===== src/rtl/uart_transmit_buffered.sv =====
// uart_transmit_buffered: 8N1 UART transmitter with a one-byte holding register for gapless back-to-back frames
module uart_transmit_buffered #(
  parameter int CYCLES_PER_BIT = 217,
  parameter int STOP_BITS = 1
) (
  input  logic       i_clk,
  input  logic       i_reset,
  input  logic [7:0] i_tx_byte,
  input  logic       i_tx_valid,
  output logic       o_tx_ready,
  output logic       o_serial_tx,
  output logic       o_tx_active,
  output logic       o_tx_done
);
  localparam int CW = $clog2(CYCLES_PER_BIT);
  localparam logic [CW-1:0] LAST = CW'(CYCLES_PER_BIT - 1);
  localparam logic [2:0] STOP_LAST = 3'(STOP_BITS - 1);
  typedef enum logic [1:0] {IDLE, START, DATA, STOP} state_t;
  state_t state, state_n;
  logic [CW-1:0] cnt, cnt_n;
  logic [2:0] idx, idx_n;
  logic [7:0] shift, shift_n, hold, hold_n;
  logic full, full_n, tx, tx_n, bit_end, frame_end;
  assign bit_end = cnt == LAST;
  assign frame_end = state == STOP && bit_end && idx == STOP_LAST;
  assign o_tx_ready = ~full;
  assign o_serial_tx = tx;
  assign o_tx_active = state != IDLE;
  assign o_tx_done = frame_end;
  always_ff @(posedge i_clk) begin
    if (i_reset) begin
      state <= IDLE;
      cnt <= '0;
      idx <= '0;
      shift <= '0;
      hold <= '0;
      full <= 1'b0;
      tx <= 1'b1;
    end else begin
      state <= state_n;
      cnt <= cnt_n;
      idx <= idx_n;
      shift <= shift_n;
      hold <= hold_n;
      full <= full_n;
      tx <= tx_n;
    end
  end
  // idx counts data bits in DATA and stop bits in STOP; it wraps to 0 leaving DATA
  always_comb begin
    state_n = state;
    cnt_n = (state == IDLE || bit_end) ? '0 : cnt + 1'b1;
    idx_n = idx;
    shift_n = shift;
    hold_n = hold;
    full_n = full;
    tx_n = tx;
    if (i_tx_valid && !full) begin
      hold_n = i_tx_byte;
      full_n = 1'b1;
    end
    case (state)
      START: if (bit_end) begin
        state_n = DATA;
        tx_n = shift[0];
      end
      DATA: if (bit_end) begin
        idx_n = idx + 3'd1;
        shift_n = {1'b0, shift[7:1]};
        tx_n = idx == 3'd7 ? 1'b1 : shift[1];
        state_n = idx == 3'd7 ? STOP : DATA;
      end
      STOP: if (bit_end) begin
        idx_n = frame_end ? 3'd0 : idx + 3'd1;
        state_n = frame_end ? IDLE : STOP;
      end
      default: ;
    endcase
    if (full && (state == IDLE || frame_end)) begin
      shift_n = hold;
      full_n = 1'b0;
      state_n = START;
      tx_n = 1'b0;
    end
  end
endmodule


===== config.mk =====
export PLATFORM = sky130hd
export DESIGN_NAME = uart_transmit_buffered
export DESIGN_NICKNAME = d
export VERILOG_FILES = /design/src/rtl/uart_transmit_buffered.sv
export SDC_FILE = /design/constraint.sdc
export NUM_CORES = 1
export LEC_CHECK = 0
export ABC_AREA = 1
export BUFFER_PORTS_ARGS = -buffer_cell sky130_fd_sc_hd__buf_2
export CAP_MARGIN = 10
export CORE_UTILIZATION = 28
export DETAILED_ROUTE_END_ITERATION = 10
export PLACE_DENSITY = 0.44
export SYNTH_ARGS = -nofsm -noshare
export SYNTH_HDL_FRONTEND = slang
export SYNTH_SLANG_ARGS = --single-unit

===== constraint.sdc =====
create_clock -name i_clk -period 2 [get_ports i_clk]
set_input_delay 0 -clock i_clk [delete_from_list [all_inputs] [get_ports i_clk]]
set_output_delay 0 -clock i_clk [all_outputs]
set_load 0.03 [all_outputs]

**After elaboration in Yosys (flattened, before gate mapping)**

Cells that the tools add are included.
W data, S select, Z words.

- $add $sub $neg: 2
- Eq/ne operators: 11
- Multiplexer cells: 19
- Bitwise logic cells: 1
- Reductions and logical operators: 23

Operators with widths:

| kind | count |
|---|---|
| $mux W8 | 3 |
| $mux W3 | 3 |
| $add A8 B1 Y8 const B | 1 |
| $eq A8 B8 Y1 const B | 1 |
| $mux W2 | 4 |
| $reduce_and A4 Y1 | 2 |
| $reduce_bool A2 Y1 | 4 |
| $mux W1 | 6 |
| $ne A2 B2 Y1 const B | 3 |
| $ne A3 B3 Y1 const B | 2 |
| $pmux W2 S3 | 1 |
| $pmux W3 S2 | 1 |
| $reduce_and A3 Y1 | 2 |
| $reduce_bool A3 Y1 | 2 |
| $eq A2 B2 Y1 const B | 2 |
| $logic_and A1 B1 Y1 | 4 |
| $reduce_bool A4 Y1 | 1 |
| $reduce_or A2 Y1 | 2 |
| $add A3 B1 Y3 const B | 1 |
| $eq A3 B3 Y1 const B | 1 |
| $logic_not A3 Y1 | 1 |
| $ne A3 B2 Y1 const B | 1 |
| $eq A2 B1 Y1 const B | 1 |
| $logic_not A2 Y1 | 1 |
| other kinds (5) | 6 |

- Register bits: 31
- Output and inout bits: 4
- Word-level logic and storage cells: 64

**Longest topological paths before layout**

- Word-level depth: 7
- Depth in mapped cells: 11

**Worst setup path before layout**

Ideal clock, no wire load.

- Kind: register to register
- Start point: reg state[0]
- End point: reg shift[0]
- Arrival time: 1405 ps
- Data required time: 1930 ps
- Path slack: 525 ps
- Stages on the path, launching flop included: 9
- Buffers on the path: 1
- Period minus slack after synthesis: 1475 ps
- Path through: dfxtp_1 > inv_1 > ha_1 > inv_1 > nand2_4 > nand2_8 > buf_8 > nand3_1 > a21oi_1

- Longest elaborated chain between the ends: 7
- Elaborated cells between the ends (all ways): 11

Ends and longest elaborated chain:

| what | line | source |
|---|---|---|
| start: declaration | 19 | `state_t state, state_n;` |
| start signal: assignment | 40 | `state <= state_n;` |
| $eq A2 B2 Y1 | 25 | `assign frame_end = state == STOP && bit_end && idx == STOP_LAST;` |
| $logic_and A1 B1 Y1 (2 in a row) | 25 |  |
| $logic_or A1 B1 Y1 | 79 | `if (full && (state == IDLE \|\| frame_end)) begin` |
| $logic_and A1 B1 Y1 | 79 |  |
| $reduce_bool A2 Y1 (no line) | n/a |  |
| $reduce_and A2 Y1 (no line) | n/a |  |
| end signal: assignment | 43 | `shift <= shift_n;` |
| end: declaration | 22 | `logic [7:0] shift, shift_n, hold, hold_n;` |

Parallel ways exist; a longest one is shown, timed or not.
A chain may end at the register's enable or synchronous reset.

**Worst setup path in the final report**

- Start point: reg cnt[0]
- End point: out o_tx_done

- Longest elaborated chain between the ends: 3

Ends and longest elaborated chain:

| what | line | source |
|---|---|---|
| start: declaration | 20 | `logic [CW-1:0] cnt, cnt_n;` |
| start signal: assignment | 41 | `cnt <= cnt_n;` |
| $eq A8 B8 Y1 | 24 | `assign bit_end = cnt == LAST;` |
| $logic_and A1 B1 Y1 (2 in a row) | 25 |  |
| end: declaration | 13 | `output logic o_tx_done` |

Every way passes these cells.

==> summary.txt <==
Outcome
  – Status: finished clean

Global route
  – Gr ovfl total: 0
  – Initial antenna violation count: 0
  – Largest net degree at the start of global routing: 19
  – Total track usage: 12.3%
  – Vias in the first global route: 1308
  – First-pass GRT wire length: 5720 um

Logic synthesis
  – Synth cell count leaders: nand2_1 (47), dfxtp_1 (31), inv_1 (31)
  – Cells after synthesis: ~220
  – Top-area cell type share of the netlist area: between 30% and 40%
  – Count leader, synth: nand2_1
  – Synth area leader: dfxtp_1
  – Post-synthesis sequential area ratio: about two fifths
  – Largest cells by area after synthesis: dfxtp_1 (38%), nand2_1 (11%), inv_1 (7.2%)
  – Net Count, Synth: between 200 and 250
  – Area of the mapped netlist: 1610 um2
  – Number of synthesized register bits: 31
  – Synth cell types: 26
  – Synthesized area per cell: 7.44 um2
  – Predominant post-synthesis flop cell: dfxtp_1
  – Async SR Flop Fraction: 0%
  – Post-synth EDFFs: 0
  – Synth Warn #: 0

Power and ir drop
  – Leakage: approximately 0.87 nW
  – Logic pwr share: 12.7%
  – Int Pwr: around 1.0 mW
  – Max IR drop VDD: 0.380 mV
  – PwrDens: 739 nW/um2
  – Net switching power: around 0.37 mW
  – Switching share of total power: a little over a quarter
  – Sequential Power Share: 47.6%
  – Clock power share: 39.7%

STA
  – Worst slew margin: approximately three quarters
  – RSZ-0062 raised after global routing: false
  – Final Slew Violations: 0
  – Fmax: 0.604 GHz
  – Worst-Margin Slew: 0.384 ns
  – Final period utilization: 82.8%
  – Setup TNS: 0 ns
  – Clock Skews: 0.00408 ns
  – Hold Violations, Final: 0
  – Setup Viol. Count Final: 0
  – Min cycle time layout: about 1.7 ns

Setup path
  – FF-to-FF End: cnt[4]
  – R2R depth: 7
  – Slowest CP cell: dfxtp_1
  – Worst setup path end: o_tx_done
  – CP dominant cell by count: inv_1
  – Crit path kind: reg -> out
  – WP buf/inv: 4
  – Critical path cell sequence: inv_1 -> ha_1 -> nand2_1 -> nor3_4 -> nand2_4 -> inv_1 -> nand3_1 -> inv_1 -> buf_2
  – Worst reg2reg setup slack: roughly 0.47 ns
  – Max stage delay on crit path: 0.33 ns
  – Crit. End Element: primary output
  – Worst setup path start: cnt[0]
  – Worst r2r src: cnt[0]
  – CP Launch Type: flop
  – Worst EP required: 2.00 ns
  – Worst-path fanout max: 5
  – Levels on crit path: 9
  – Top Family by Delay on Critical Path: simple AND/OR/NAND/NOR gates
  – Critical Path AT: 1.66 ns

Floorplan
  – Die width: 77.9 um
  – Core ar.: 5540 um2
  – Initial Util: 29.1%
  – Floorplan row count: 27
  – Die height: 77.9 um
  – I/O pin cnt: 15
  – Die Footprint: a little over 6000 um2

Routing
  – DR DRC count: 0
  – Antenna-violating nets left: 0
  – First-pass DRT Iterations: 4
  – Average wire per standard cell: 10.8 um
  – Overall routed net length: 3370 um
  – DR vias/cell: roughly 4.3
  – Routed vias: about 1300
  – DRT iter0 DRCs: 41

Clock tree
  – Hold-fix buffers, CTS: 5
  – Worst-path clk slew: around 0.070 ns
  – CTS resizes: 0
  – Clk buf depth: 2
  – Clk_lat worst skew: 0.29 ns
  – Clk sinks: 31
  – CTS tree: yes
  – H-tree levels: 2
  – Post-CTS Setup Bufs: 0
  – CTS Buf Count: 5
  – Root Buffer: clkbuf_8

Placement
  – Post-DP HPWL: 2480 um
  – Final Wtd Congestion: 0.749
  – PortBufs: 14

Worst hold path
  – Worst min path class: in -> reg
  – Hold path startpoint: i_tx_valid

Layout
  – Nets: 260
  – Fin util: approximately 34%
  – Antenna diodes: 0
  – Synthesis-to-finish area growth: 18.0%
  – Filler cells: just over 600
  – Ratio of cells with drive above 1 in the final layout: 16.2%

Job
  – Max-cap viol count: 0
==> stage by stage <==
| stage | hold slack (ns) | setup WS (ns) | instance area [um2] | total power [mW] | instances |
|---|---|---|---|---|---|
| after floorplan | 0.135 | 0.525 | 1610 | 0.817 | 217 |
| after global placement | 0.227 | 0.419 | 1750 | 0.858 | 300 |
| after detailed placement | 0.235 | 0.450 | 1750 | 0.859 | 300 |
| after CTS | 0.00355 | 0.316 | 1900 | 1.42 | 313 |
| after global routing | 0.0143 | 0.149 | 1900 | 1.49 | 313 |
| final | 0.00533 | 0.343 | 1900 | 1.41 | 313 |
==> power groups by stage <==
stage	logic (mW)	registers [mW]	clock network (mW)
after floorplan	0.130	0.686	0
after global placement	0.174	0.684	0
after detailed placement	0.174	0.684	0
after CTS	0.182	0.670	0.572
after global routing	0.204	0.675	0.609
final	0.179	0.670	0.558
==> routing by layer <==
layer / track usage (%) / share of wire (%)
met5: 0 / 0
met4: 5.19 / 2.4
met3: 4.59 / 2.4
met2: 21.2 / 47
met1: 13.4 / 48
==> worst min-delay path by stage <==
stage / depth (start not counted) / end / slack, ns
after CTS: 3 / full / 0.004
after floorplan: 2 / hold[7] / 0.13
after global placement: 3 / hold[7] / 0.23
final: 3 / full / 0.005
after detailed placement: 3 / hold[7] / 0.24
after global routing: 3 / full / 0.01
==> registers in the layout, indices dropped and copies added (netlist names) <==
| signal | cells |
|---|---|
| state | 2 |
| full | 1 |
| shift | 8 |
| o_serial_tx | 1 |
| cnt | 8 |
| hold | 8 |
| idx | 3 |
==> area by class of cell <==
cell class / instances / area (um2) / area share [%]
clock buffer: 8 / 100 / 5.26
multi-input combinational: 146 / 827 / 43.4
tap: 72 / 90.1 / 4.73
sequential: 31 / 621 / 32.6
timing repair buffer: 21 / 135 / 7.10
inverter: 35 / 131 / 6.90
==> tightest hold or removal path: stages <==
cell,delay (ns)
buf_2,0.10
inv_1,0.08
a21oi_1,0.07
==> cells by family after synthesis <==
logic type               share of synthesized area, %
flip-flops                                       38.4
AO/OA/AOI/OAI                                    11.5
XOR/XNOR                                        0.543
AND/OR/NAND/NOR                                  32.2
adder cells (fa/ha/maj)                          6.98
buffers and inverters                            10.3
==> layout by cell type, fill, tap and decap left out, drive strengths merged <==
master,instances
nand2,50
xor2,1
nand4,1
a21oi,22
nor3b,2
nor4,2
ha,9
nor3,6
inv,35
clkbuf,8
nand3,20
buf,16
dlygate4sd3,5
nor2,22
o21ai,10
dfxtp,31
a31oi,1
No activity file was read; power rests on OpenSTA's default activity.
